[src/rtl/lut_cfg_pkg.sv]
// Shared types and bit-stream geometry helpers for the configurable LUT array.
package lut_cfg_pkg;

    typedef enum logic [1:0] {
        IDLE = 2'd0,
        LOAD = 2'd1,
        DONE = 2'd2
    } state_t;

    // Each LUT occupies 2^k truth bits followed by one mode bit.
    function automatic int cfg_bits(input int k, input int n);
        return n * ((1 << k) + 1);
    endfunction

    function automatic int lut_base(input int j, input int k);
        return j * ((1 << k) + 1);
    endfunction

endpackage

[src/rtl/lut_k_config_array_lut_cell.sv]
// One K-input LUT: truth table, mode bit and registered-output flop.
module lut_cell #(
    parameter int K  = 4,
    parameter int IW = K + 1
) (
    input  logic          i_clk,
    input  logic          i_rst_n,
    input  logic          i_we,
    input  logic [IW-1:0] i_idx,
    input  logic          i_data,
    input  logic          i_ce,
    input  logic          i_clr,
    input  logic          i_eval,
    input  logic [K-1:0]  i_addr,
    output logic          o_out
);

    localparam int DEPTH = 1 << K;
    localparam logic [IW-1:0] MODE_IDX = IW'(DEPTH);

    logic [DEPTH-1:0] truth;
    logic             mode;
    logic             flop;

    // NOTE: the truth table is reset on purpose: unwritten bits must read 0,
    // so it cannot be left as reset-less storage.
    always_ff @(posedge i_clk or negedge i_rst_n) begin
        if (!i_rst_n) begin
            truth <= '0;
            mode  <= 1'b0;
            flop  <= 1'b0;
        end else begin
            // NOTE: non-blocking assignments keep every flop sampling pre-edge values.
            if (i_we) begin
                if (i_idx == MODE_IDX) begin
                    mode <= i_data;
                end else begin
                    truth[i_idx[K-1:0]] <= i_data;
                end
            end
            if (i_clr) begin
                flop <= 1'b0;
            end else if (i_eval && i_ce) begin
                flop <= truth[i_addr];
            end
        end
    end

    assign o_out = i_eval & (mode ? flop : truth[i_addr]);

endmodule

[src/rtl/lut_k_config_array.sv]
// Array of N_LUT K-input LUTs loaded from a serial valid/ready bit-stream.
module lut_k_config_array
    import lut_cfg_pkg::*;
#(
    parameter int K     = 4,
    parameter int N_LUT = 2
) (
    input  logic               i_clk,
    input  logic               i_rst_n,
    input  logic               i_cfg_start,
    input  logic               i_cfg_valid,
    input  logic               i_cfg_bit,
    output logic               o_cfg_ready,
    output logic               o_cfg_done,
    input  logic               i_ce,
    input  logic [N_LUT*K-1:0] i_lut_in,
    output logic [N_LUT-1:0]   o_lut_out
);

    localparam int CFG_BITS = cfg_bits(K, N_LUT);
    localparam int CW       = $clog2(CFG_BITS);
    localparam logic [CW-1:0] LAST = CW'(CFG_BITS - 1);
    localparam logic [CW-1:0] SPAN = CW'(1 << K);

    state_t        state_q, state_d;
    logic [CW-1:0] cnt_q, cnt_d;
    logic          accept;
    logic          clr;
    logic          eval;

    always_ff @(posedge i_clk or negedge i_rst_n) begin
        if (!i_rst_n) begin
            state_q <= IDLE;
            cnt_q   <= '0;
        end else begin
            state_q <= state_d;
            cnt_q   <= cnt_d;
        end
    end

    // NOTE: every output of this block gets a default first so no latch is inferred.
    always_comb begin
        state_d     = state_q;
        cnt_d       = cnt_q;
        accept      = 1'b0;
        clr         = 1'b0;
        o_cfg_ready = 1'b0;
        o_cfg_done  = 1'b0;
        unique case (state_q)
            IDLE: begin
                if (i_cfg_start) begin
                    state_d = LOAD;
                    cnt_d   = '0;
                end
            end
            LOAD: begin
                o_cfg_ready = 1'b1;
                // A restart wins over a bit offered in the same cycle.
                if (i_cfg_start) begin
                    cnt_d = '0;
                end else if (i_cfg_valid) begin
                    accept = 1'b1;
                    if (cnt_q == LAST) begin
                        state_d = DONE;
                        cnt_d   = '0;
                    end else begin
                        cnt_d = cnt_q + CW'(1);
                    end
                end
            end
            DONE: begin
                o_cfg_done = 1'b1;
                if (i_cfg_start) begin
                    state_d = LOAD;
                    cnt_d   = '0;
                    clr     = 1'b1;
                end
            end
            default: begin
                state_d = IDLE;
                cnt_d   = '0;
            end
        endcase
    end

    assign eval = (state_q == DONE);

    for (genvar j = 0; j < N_LUT; j++) begin : g_lut
        localparam logic [CW-1:0] BASE = CW'(lut_base(j, K));
        logic [CW-1:0] offset;
        logic          we;

        // Below BASE the subtraction wraps past SPAN, so one compare selects the segment.
        assign offset = cnt_q - BASE;
        assign we     = accept && (offset <= SPAN);

        lut_cell #(
            .K  (K),
            .IW (CW)
        ) u_cell (
            .i_clk   (i_clk),
            .i_rst_n (i_rst_n),
            .i_we    (we),
            .i_idx   (offset),
            .i_data  (i_cfg_bit),
            .i_ce    (i_ce),
            .i_clr   (clr),
            .i_eval  (eval),
            .i_addr  (i_lut_in[j*K +: K]),
            .o_out   (o_lut_out[j])
        );
    end

endmodule

[config.mk]
export PLATFORM = sky130hd
export DESIGN_NAME = lut_k_config_array
export DESIGN_NICKNAME = d
export VERILOG_FILES = /design/src/rtl/lut_cfg_pkg.sv /design/src/rtl/lut_k_config_array_lut_cell.sv /design/src/rtl/lut_k_config_array.sv
export SDC_FILE = /design/constraint.sdc
export NUM_CORES = 1
export LEC_CHECK = 0
export CAP_MARGIN = 40
export CORE_ASPECT_RATIO = 1.1
export CORE_UTILIZATION = 41
export CTS_BUF_LIST = sky130_fd_sc_hd__clkbuf_4 sky130_fd_sc_hd__clkbuf_8
export CTS_CLUSTER_DIAMETER = 50
export DETAILED_ROUTE_END_ITERATION = 6
export DONT_BUFFER_PORTS = 1
export PLACE_DENSITY = 0.55
export SLEW_MARGIN = 20
export SYNTH_ARGS = -nofsm -noshare
export SYNTH_HDL_FRONTEND = slang
export SYNTH_SLANG_ARGS = --single-unit
[constraint.sdc]
create_clock -name i_clk -period 1.9 [get_ports i_clk]
set_input_delay 0.475 -clock i_clk [delete_from_list [all_inputs] [get_ports i_clk]]
set_output_delay 0.475 -clock i_clk [all_outputs]
set_load 0.05 [all_outputs]
==> flow_summary_export.csv <==
group,metric,value,unit
sta,min_period_over_period,122,%
clock_network,clockBufferDepth,2,
floorplanning,die_area,6500,sq um
worst_setup_path,crit_type,"reg -> out",
final_layout,num_antenna_cells,0,
yosys,async_flop_share,100,%
sta,rsz0062_at_grt,"true",
final_layout,stdcell_area,2960,sq um
place,hpwlAfterDp,3730,um
yosys,avgSynthCellArea,11.2,sq um
clock_network,insertion_delay,300,ps
place,dpl_worst_slack,-272,ps
detailed_routing,ant_nets,0,
clock_network,cts-root-buf,"clkbuf_8",
pwr,power.total,1.83,mW
worst_setup_path,critPathArrivalTime,1840,ps
min_path,hold_path.class,"in -> async",
clock_network,path_clk_slew,80,ps
worst_setup_path,r2r-start,"cnt_q[0]",
final_layout,final_util,50.3,%
run_status,status,"complete, but fails checks",
grt,grt_util_all_layers,17.9,%
pwr,leakage,1.34,nW
worst_setup_path,critPathSlowestCell,"mux4_2",
yosys,synth-seq-area-share,43.4,%
detailed_routing,vias_per_cell,5.42,
detailed_routing,drt-initial-drc-count,76,
yosys,syn_area,2540,sq um
sta,worst_pin_slew,483,ps
worst_setup_path,worstPathRequired,1420,ps
run_status,violations,"setup timing",
sta,slew_viol_final,0,
place,dpl_cell_area,2720,sq um
sta,tns,-813,ps
yosys,synth_cells,227,
worst_setup_path,ff2ff_setup_slack,-20,ps
yosys,netlist_top_cells_area,"dfrtp_1 (43%), mux2_2 (15%), mux4_2 (7.1%), nand3_1 (3.6%), nand2_1 (3.4%)",
floorplanning,ioPinCount,18,
detailed_routing,drtPass1Iterations,4,
floorplanning,die-width,77.0,um
floorplanning,die_y,84.5,um
grt,grt-ovfl-total,0,
sta,max_freq,431,MHz
detailed_routing,drcViolationCount,0,
yosys,syn_nets,247,
yosys,synth_seq_cells,44,
floorplanning,rows,29,
sta,period_needed,2320,ps
yosys,ys.flop_type,"dfrtp_1",
floorplanning,initial_core_util,43.1,%
place,place_inst,310,
clock_network,numClockSinks,44,
clock_network,cts_tree,"yes",
place,globalplace.congestion,0.837,
worst_setup_path,cp-start-kind,"flop",
final_layout,drive_gt1_share,41.2,%
grt,antenna_found_initial,0,
pwr,powerDensity,620,nW/um^2
clock_network,numCtsBuffers,5,
grt,grt_max_degree,45,
sta,finalHoldViolCount,0,
worst_setup_path,r2r-end,"g_lut[1].u_cell.truth[15]",
detailed_routing,via_count,1735,
flow_run,max-cap-violations,0,
place,io_buffer_count,0,
yosys,ys_types,45,
final_layout,areaGrowthSynthToFinish,16.5,%
grt,grt_pass1_vias,1746,
clock_network,htree_levels,2,
yosys,synth_top_area_cell,"dfrtp_1",
yosys,synth.yosys.warnings,0,
yosys,synth.top_cell.area_share,43.4,%
sta,slew_headroom,67.8,%
detailed_routing,wire_per_inst,16.8,um
final_layout,fin_cells,320,
worst_setup_path,ff2ff_path_depth,7,
worst_setup_path,cp_num_buf_inv,1,
final_layout,final_nets,262,
sta,holdWs,11.2,ps
sta,fin_skew,6.67,ps
worst_setup_path,crit_path_max_incr_delay,470,ps
sta,setup_viol,3,
detailed_routing,drt_wl_total,5380,um
pwr,vdd_drop_max,0.000329,V
floorplanning,core,5880,sq um
worst_setup_path,crit_chain,"mux4_2, mux2_4, o21ai_4, o31ai_2, buf_6",
worst_setup_path,crit_family,"multiplexers",
worst_setup_path,path_max_fanout,2,
sta,worst_slack,-419,ps
grt,grt_pass1_wl,8860,um
worst_setup_path,endpoint_kind,"output pin",
yosys,synth_edf_count,0,
## flip-flops by register name (all words and copies together) (netlist names)
register	flops
g_lut.u_cell.truth	32
state_q	2
g_lut.u_cell.flop	2
g_lut.u_cell.mode	2
cnt_q	6
## report_power, final
group	total [mW]	internal [mW]	switching, mW	leakage [nW]
Clock	0.631	0.310	0.321	0.0479
Combinational	0.219	0.113	0.105	0.686
Sequential	0.984	0.967	0.0177	0.601
Total	1.83	1.39	0.444	1.34
## worst max path at each step
stage	to	cells past startpoint	startpoint
finish	o_lut_out[1]	5	g_lut[1].u_cell.truth[13]
floorplan	o_lut_out[0]	5	i_lut_in[0]
global route	o_lut_out[1]	5	g_lut[1].u_cell.truth[8]
global placement	o_lut_out[1]	5	i_lut_in[4]
detailed placement	o_lut_out[1]	5	i_lut_in[4]
CTS	o_lut_out[1]	5	g_lut[1].u_cell.truth[4]
## metal layers
metal	part of all wire [%]	track usage, %	routed length (um)
met1	47	24.7	2530
met2	47	27.2	2540
met3	4.4	4.67	235
met4	1.4	6.69	76
met5	0	0	0
## cell usage after synthesis (2+ instances only)
library cell,instances
o31ai_1,2
xor2_1,3
and2_1,3
ha_1,6
nand2_1,23
mux4_2,8
mux2_1,2
inv_1,5
nor2b_2,2
buf_2,2
nor2_1,12
o21ai_2,2
clkbuf_1,4
mux2_2,34
o21ai_0,5
a21oi_1,9
nand4_1,4
o2111ai_1,2
dfrtp_1,44
and2_2,4
nand2b_1,2
buf_4,4
mux2i_1,2
nor2b_1,4
o21ai_1,2
nand3_1,18
## timing repair
item / 4_1_cts / 5_1_grt
hold buffers: 1 / 0
pin swaps: 0 / 6
setup buffers: 0 / 1
setup endpoints to repair: 5 / 16
gates resized for setup: 5 / 16
endpoints found under the hold margin: 44 / 0
## cells by family after synthesis
kind of cell / after synthesis / synth area share (%)
compound gates: 26 / 7.15
flops: 44 / 43.4
simple gates: 84 / 17.7
xor+xnor: 4 / 1.38
buf+inv: 17 / 3.50
mux: 46 / 23.9
fa+ha+maj: 6 / 2.96
## final cells by class
cell class              count  area (sq um)
fillers                   549          2920
multi-input cells         166          1470
flip-flops and latches     44          1100
repair buffers             19           170
well taps                  77          96.3
clock buffers               7          90.1
inverters                   6          22.5
clock inverters             1          7.51
## cell usage in the layout, fill, tap and decap left out, drive strengths merged, types with 8 or more instances in the layout
cell   instances
nor2          13
mux2          36
nand2         24
buf           19
nand3         18
dfrtp         44
mux4           8
a21oi          9
o21ai          9
Power figures use the tool's default switching activity.
